File: src/rtl/qdec_ctx_arbiter_pkg.sv
// Shared CABAC context types: arbiter FSM states and context memory geometry.
package qdec_cabac_package;

    typedef enum logic [1:0] {
        ARB_IDLE,
        ARB_INIT,
        ARB_RUN
    } t_ctx_arb_state_e;

    localparam int CTX_ADDR_W = 10;
    localparam int CTX_DATA_W = 8;

endpackage

File: src/rtl/qdec_ctx_arbiter.sv
// Context-memory port owner: init sequencing, then wb-priority rd/wb arbitration.
// Define QDEC_CTX_ARB_FWD_EN to forward same-address wb data to a colliding read.
module qdec_ctx_arbiter
    import qdec_cabac_package::*;
#(
    parameter int ADDR_W  = CTX_ADDR_W,
    parameter int DATA_W  = CTX_DATA_W,
    parameter int NUM_CTX = 512
) (
    input  logic              clk,
    input  logic              rst,
    input  logic              init_start,
    input  logic [ADDR_W-1:0] init_addr,
    input  logic [DATA_W-1:0] init_data,
    input  logic              init_vld,
    output logic              init_rdy,
    output logic              init_done,
    input  logic [ADDR_W-1:0] rd_addr,
    input  logic              rd_vld,
    output logic              rd_rdy,
    output logic [DATA_W-1:0] rd_data,
    output logic              rd_data_vld,
    input  logic [ADDR_W-1:0] wb_addr,
    input  logic [DATA_W-1:0] wb_data,
    input  logic              wb_vld,
    output logic              wb_rdy,
    output logic [ADDR_W-1:0] ctx_addr,
    output logic [DATA_W-1:0] ctx_wdata,
    output logic              ctx_we,
    output logic              ctx_re,
    input  logic [DATA_W-1:0] ctx_rdata,
    output logic              err
);

    localparam int              CNT_W   = $clog2(NUM_CTX + 1);
    localparam logic [ADDR_W:0] CTX_LIM = (ADDR_W + 1)'(NUM_CTX);
    localparam logic [CNT_W-1:0] CNT_END = CNT_W'(NUM_CTX);

    t_ctx_arb_state_e  state_q, state_d;
    logic [CNT_W-1:0]  cnt_q, cnt_d;
    logic              err_q, err_d;
    logic              init_done_q, init_done_d;
    logic              rd_data_vld_q, rd_data_vld_d;

    logic in_init, in_run;
    logic init_acc, init_ok;
    logic rd_grant, wb_grant;

    // init_start pre-empts every handshake in its cycle so a restart never overlaps a transfer.
    assign in_init  = (state_q == ARB_INIT) && !init_start;
    assign in_run   = (state_q == ARB_RUN) && !init_start;
    assign init_acc = in_init && init_vld;
    assign init_ok  = init_acc && ({1'b0, init_addr} < CTX_LIM);
    assign wb_grant = in_run && wb_vld;

`ifdef QDEC_CTX_ARB_FWD_EN
    logic              fwd_sel_q;
    logic [DATA_W-1:0] fwd_data_q;

    assign rd_grant = in_run && rd_vld && (!wb_vld || (wb_addr == rd_addr));

    always_ff @(posedge clk or posedge rst) begin
        if (rst) begin
            fwd_sel_q  <= 1'b0;
            fwd_data_q <= '0;
        end else begin
            fwd_sel_q <= rd_grant && wb_vld;
            if (rd_grant && wb_vld)
                fwd_data_q <= wb_data;
        end
    end

    assign rd_data = !rd_data_vld_q ? '0 : (fwd_sel_q ? fwd_data_q : ctx_rdata);
`else
    assign rd_grant = in_run && rd_vld && !wb_vld;
    assign rd_data  = rd_data_vld_q ? ctx_rdata : '0;
`endif

    assign init_rdy    = in_init;
    assign wb_rdy      = wb_grant;
    assign rd_rdy      = rd_grant;
    assign ctx_we      = init_ok || wb_grant;
    assign ctx_re      = rd_grant && !wb_vld;
    assign init_done   = init_done_q;
    assign rd_data_vld = rd_data_vld_q;
    assign err         = err_q;

    always_comb begin
        ctx_addr  = '0;
        ctx_wdata = '0;
        if (init_ok) begin
            ctx_addr  = init_addr;
            ctx_wdata = init_data;
        end else if (wb_grant) begin
            ctx_addr  = wb_addr;
            ctx_wdata = wb_data;
        end else if (rd_grant) begin
            ctx_addr  = rd_addr;
        end
    end

    always_comb begin
        state_d       = state_q;
        cnt_d         = cnt_q;
        err_d         = err_q;
        init_done_d   = 1'b0;
        rd_data_vld_d = rd_grant;
        if (init_start) begin
            state_d = ARB_INIT;
            cnt_d   = '0;
            err_d   = 1'b0;
        end else if (state_q == ARB_INIT) begin
            if (init_acc && !init_ok)
                err_d = 1'b1;
            if (init_ok) begin
                cnt_d = cnt_q + CNT_W'(1);
                if (cnt_d == CNT_END) begin
                    state_d     = ARB_RUN;
                    init_done_d = 1'b1;
                end
            end
        end
    end

    always_ff @(posedge clk or posedge rst) begin
        if (rst) begin
            state_q       <= ARB_IDLE;
            cnt_q         <= '0;
            err_q         <= 1'b0;
            init_done_q   <= 1'b0;
            rd_data_vld_q <= 1'b0;
        end else begin
            state_q       <= state_d;
            cnt_q         <= cnt_d;
            err_q         <= err_d;
            init_done_q   <= init_done_d;
            rd_data_vld_q <= rd_data_vld_d;
        end
    end

endmodule

File: config.mk
export PLATFORM = sky130hd
export DESIGN_NAME = qdec_ctx_arbiter
export DESIGN_NICKNAME = d
export VERILOG_FILES = /design/src/rtl/qdec_ctx_arbiter_pkg.sv /design/src/rtl/qdec_ctx_arbiter.sv
export SDC_FILE = /design/constraint.sdc
export NUM_CORES = 1
export LEC_CHECK = 0
export CAP_MARGIN = 20
export CORE_UTILIZATION = 33
export CTS_CLUSTER_DIAMETER = 80
export CTS_CLUSTER_SIZE = 12
export DETAILED_ROUTE_END_ITERATION = 8
export GPL_ROUTABILITY_DRIVEN = 0
export PLACE_DENSITY = 0.81
export RECOVER_POWER = 25
export SLEW_MARGIN = 20
export SYNTH_ARGS = -nofsm -noshare
export SYNTH_HDL_FRONTEND = slang
export SYNTH_SLANG_ARGS = --single-unit
File: constraint.sdc
create_clock -name clk -period 2.5 [get_ports clk]
set_clock_uncertainty 0.15 [all_clocks]
set_input_delay 0.5 -clock clk [delete_from_list [all_inputs] [get_ports clk]]
set_output_delay 0.5 -clock clk [all_outputs]
set_load 0.005 [all_outputs]
# Yosys cells after proc, flatten, opt, wreduce, memory -nomap -nowiden
# Cells that the tools add are included.
# Widths: inputs -> output; s select.
dict set report word_totals {
  output_inout_bits 34
  mem_bits_rw 0
  wordCells 50
  n_memories 0
  in_bits 60
  rom_bits 0
  register_bits 15
  latchBits 0
}
dict set report classes {
  eq_ne 3
  reduce_logical 20
  bitwise 0
  add_sub_neg 1
  order_cmp 1
  n_mul 0
  n_shift 0
  mux 20
  n_div 0
}
# cell n
set ops {}
lappend ops {{$mux 10} 6}
lappend ops {{$mux 8} 3}
lappend ops {{$add 10x1->10 const B} 1}
lappend ops {{$eq 10x10->1 const B} 1}
lappend ops {{$lt 10x10->1 const B} 1}
lappend ops {{$logic_and 1x1->1} 9}
lappend ops {{$mux 2} 4}
lappend ops {{$reduce_bool 2->1} 4}
lappend ops {{$mux 1} 7}
lappend ops {{$reduce_and 2->1} 2}
lappend ops {{$logic_not 1->1} 3}
lappend ops {{$reduce_and 3->1} 1}
lappend ops {{$eq 2x1->1 const B} 1}
lappend ops {{$eq 2x2->1 const B} 1}
lappend ops {{$logic_or 1x1->1} 1}

# Logic depth before layout (Yosys ltp)
dict set report depth {
  ltp_word 9
  ltp_mapped 5
  mapped_depth_nobuf 5
}

# Least setup slack after synthesis
# No wires, ideal clock.
dict set report synth_path {
  path_kind {in2out}
  from {input init_start}
  to {output ctx_addr[9]}
  stages 4
  setup_slack_ps 356
  arrival_time_ps 1494
  n_path_buf 1
  required_ps 1850
  cell_sequence {nand2b_1 nor4b_1 clkbuf_1 a22o_1}
}
dict set report synth_via {
  elab_chain_len 7
  word_cells_on_any_way 11
  classes_between {mux (3); reduce/logical (8)}
}
# element line
set synth_rtl {}
lappend synth_rtl {{start, declared} qdec_ctx_arbiter.sv:12} ;# input logic init_start,
lappend synth_rtl {{$logic_not 1->1} qdec_ctx_arbiter.sv:51} ;# assign in_run = (state_q == ARB_RUN) && !init_start;
lappend synth_rtl {{$logic_and 1x1->1} qdec_ctx_arbiter.sv:51}
lappend synth_rtl {{$logic_and 1x1->1 (2 in series)} qdec_ctx_arbiter.sv:75} ;# assign rd_grant = in_run && rd_vld && !wb_vld;
lappend synth_rtl {{net rd_rdy} qdec_ctx_arbiter.sv:20} ;# output logic rd_rdy,
lappend synth_rtl {{$mux 10} qdec_ctx_arbiter.sv:97} ;# end else if (rd_grant) begin
lappend synth_rtl {{$mux 10} qdec_ctx_arbiter.sv:94} ;# end else if (wb_grant) begin
lappend synth_rtl {{$mux 10} qdec_ctx_arbiter.sv:91} ;# if (init_ok) begin
lappend synth_rtl {{end, declared} qdec_ctx_arbiter.sv:27} ;# output logic [ADDR_W-1:0] ctx_addr,
# The timed path passes the listed nets, and every way through them passes these cells.

# Final worst setup path
dict set report layout_path {
  from {input wb_vld}
  to {output ctx_addr[0]}
}
dict set report layout_via {
  elab_chain_len 5
  word_cells_on_any_way 6
  classes_between {mux (3); reduce/logical (3)}
}
# element line
set layout_rtl {}
lappend layout_rtl {{start, declared} qdec_ctx_arbiter.sv:25} ;# input logic wb_vld,
lappend layout_rtl {{$logic_not 1->1} qdec_ctx_arbiter.sv:75}
lappend layout_rtl {{$logic_and 1x1->1} qdec_ctx_arbiter.sv:75}
lappend layout_rtl {{$mux 10} qdec_ctx_arbiter.sv:97}
lappend layout_rtl {{$mux 10 (*)} qdec_ctx_arbiter.sv:94}
lappend layout_rtl {{$mux 10 (*)} qdec_ctx_arbiter.sv:91}
# Mark *: on every way between the ends. The rest lies on a longest branch, timed or not.

==> impl_metrics.csv <==
group,metric,value,unit
synth,synth-main-ff-cell,"dfrtp_1",
floorplanning,dieArea,3780,um2
clock_network,insertion_delay,0.30,ns
pwr,ir_drop,199,uV
routing,final_antenna_net_count,0,
cells_and_area,nFillCells,269,
placed_design,post_dp_cell_area,2240,um2
job,maxCapViolations,0,
synth,synth.top_cells.by_count,"15 x dfrtp_1, 15 x nand2_1, 14 x inv_1",
sta,min_period_over_period,0.986,
synth,avgSynthCellArea,8.58,um2
synth,synth-seq-area-share,0.322,
global_route,track_usage,0.237,
placed_design,place_inst,281,
pwr,p_total,0.000561,W
sta,tightest_slew,0.585,ns
cells_and_area,drive_gt1_frac,0.236,
cells_and_area,multi_input_area,752,um2
routing,first_pass_iters,4,
clock_network,cts.reportedPaths.clkPinSlew,0.09,ns
cells_and_area,fin_area,2420,um2
sta,setup_violations,0,
cells_and_area,layoutNonFillerInstCount,304,
cells_and_area,insertedDiodeCount,0,
global_route,grt_pass1_vias,1412,
sta,rsz0062_at_grt,"true",
routing,avgViaCountPerCell,5.21,
synth,synth_area,1170,um2
global_route,antenna_found_initial,0,
global_route,grtUsageMet2,0.432,
setup_path,worst-setup-path-type,"primary input to output pin",
floorplanning,pin_count,94,
cells_and_area,final_nets,320,
synth,ys_async_sr_fraction,1.00,
sta,layout_setup_ws,0.0357,ns
setup_path,start_kind,"primary input",
routing,vias,1584,
global_route,met3_usage,0.0567,
placed_design,port_buffers,93,
floorplanning,die_width,61.5,um
global_route,met1_usage,0.275,
setup_path,end_kind,"output pin",
clock_network,cts_sinks,15,
pwr,p_per_area,232,nW/um2
synth,synth_top_family_by_area,"compound AO/OA/AOI/OAI gates",
routing,drt-initial-drc-count,121,
synth,netlist.top_cell.by_area,"dfrtp_1",
clock_network,cts-root-buf,"clkbuf_4",
synth,ys_ff_latch,15,
routing,drcViolationCount,0,
outcome,status,"completed",
placed_design,pre_cts_slack,-0.484,ns
routing,detail_route.wl_per_cell,15.5,um
clock_network,cts_tree,"yes",
sta,hold_viol_final,0,
floorplanning,row_count,21,
global_route,top_usage_layer,"met2",
pwr,p_leak,1.16,nW
global_route,grt_remaining_overflow,0,
sta,finalCriticalPeriod,2.46,ns
synth,yosys_warnings,0,
floorplanning,initial_core_util,0.347,
floorplanning,fp.dieH,61.5,um
clock_network,cts_buffer_depth,2,
placed_design,hpwlAfterDp,3.43,mm
synth,synth_top_area_share,0.322,
setup_path,critPathRequiredTime,1.85,ns
synth,synth_cells,136,
setup_path,critPathMaxFanout,6,
routing,wl,4.71,mm
synth,synth-simple-area-share,0.260,
hold_path,hold_path_class,"flop to flop",
synth,yosys.cell_types.count,40,
cells_and_area,syn2layout_area_growth,107,%
synth,synthTopCellsByArea,"dfrtp_1 32%, a22o_1 8.3%, a222oi_1 7.7%",
cells_and_area,regArea,377,um2
setup_path,cp.arrival,1.81,ns
synth,synth_compound_area_frac,0.279,
floorplanning,core_area,3360,um2
synth,synth_fa_ha_area_frac,0.0107,
synth,synth_edf_count,0,
sta,max_freq,406,MHz
synth,synthXorXnorAreaFrac,0.0375,
sta,maxSlewHeadroom,0.609,
synth,synth.area.mux_share,0.0118,
global_route,grt_pass1_wl,6.56,mm
clock_network,numCtsBuffers,3,
sta,slew_viol_final,0,
global_route,grt_max_degree,16,
clock_network,htreeDepth,1,
synth,synth_fp_nets,197,
[power by group]
| group | switching, W | total, W | leakage (nW) | internal (W) |
|---|---|---|---|---|
| clock network | 0.0000850 | 0.000145 | 0.0177 | 0.0000598 |
| logic | 0.0000501 | 0.000166 | 0.936 | 0.000116 |
| registers | 0.00000424 | 0.000250 | 0.202 | 0.000246 |
| total | 0.000139 | 0.000561 | 1.16 | 0.000421 |
[worst max-delay path: stages]
cell	delay, ns
dlygate4sd2_1	0.29
nor3b_4	0.19
buf_4	0.13
buf_6	0.12
buf_4	0.13
a222oi_1	0.27
inv_1	0.07
clkbuf_2	0.11
[logic make-up after synthesis]
kind of cell | after synthesis
compound gates | 42
fa+ha+maj | 1
buf+inv | 22
simple gates | 50
mux | 1
xor+xnor | 5
flops | 15
[layer usage]
metal	share of wire	routed length (um)
met1	0.38	1780
met2	0.54	2530
met3	0.063	299
met4	0.021	98
met5	0	0
[cell type report]
| class | count | area share |
|---|---|---|
| timing repair buffer | 125 | 0.474 |
| multi-input combinational | 99 | 0.311 |
| sequential | 15 | 0.156 |
| tap | 46 | 0.0238 |
| inverter | 15 | 0.0233 |
| clock buffer | 3 | 0.00932 |
| clock inverter | 1 | 0.00207 |
[state kept, by name, indices dropped and copies added (netlist names)]
name         cells
err              1
cnt_q           10
rd_data_vld      1
state_q          2
init_done        1
[final timing paths]
kind / from / end / slack [ns] / cells after the start
hold reg to reg: err / err / 0.37 / 1
hold / removal: err / err / 0.37 / 1
min in group asynchronous: rst / err / 0.53 / 2
setup reg to reg: cnt_q[4] / state_q[0] / 0.49 / 4
max in group asynchronous: rst / state_q[0] / 1.25 / 2
setup / recovery: wb_vld / ctx_addr[0] / 0.04 / 8
[metrics by stage]
stage | util | setup TNS (ns) | hold WS, ns
floorplan | - | 0 | 0.251
CTS | 0.702 | -0.0477 | 0.373
global placement | 0.666 | -9.55 | 0.345
global route | 0.718 | -0.336 | 0.426
finish | 0.718 | 0 | 0.370
detailed placement | 0.666 | -9.67 | 0.348
[placed cells by master, fill, tap and decap left out, drive strengths merged, types with 2 or more instances in the layout]
cell type	instances
clkdlybuf4s50	65
a21oi	3
buf	34
or2	2
clkbuf	13
nor4b	2
o21ai	11
clkdlybuf4s15	4
xnor2	4
nor3b	2
a22o	11
nand3	2
and3	2
o31ai	2
and4bb	2
dlygate4sd2	10
a311oi	2
a222oi	9
nor3	5
dfrtp	15
nand2	15
and2	8
or3	2
nand4	3
inv	15
[what timing repair did]
action	CTS	global route
endpoints found under the setup margin	22	12
pin swaps	9	12
cloned	2	1
hold buffers	0	0
buffers inserted	9	7
endpoints found under the hold margin	0	0
gates resized for setup	47	32
(Power assumes the default switching activity.)
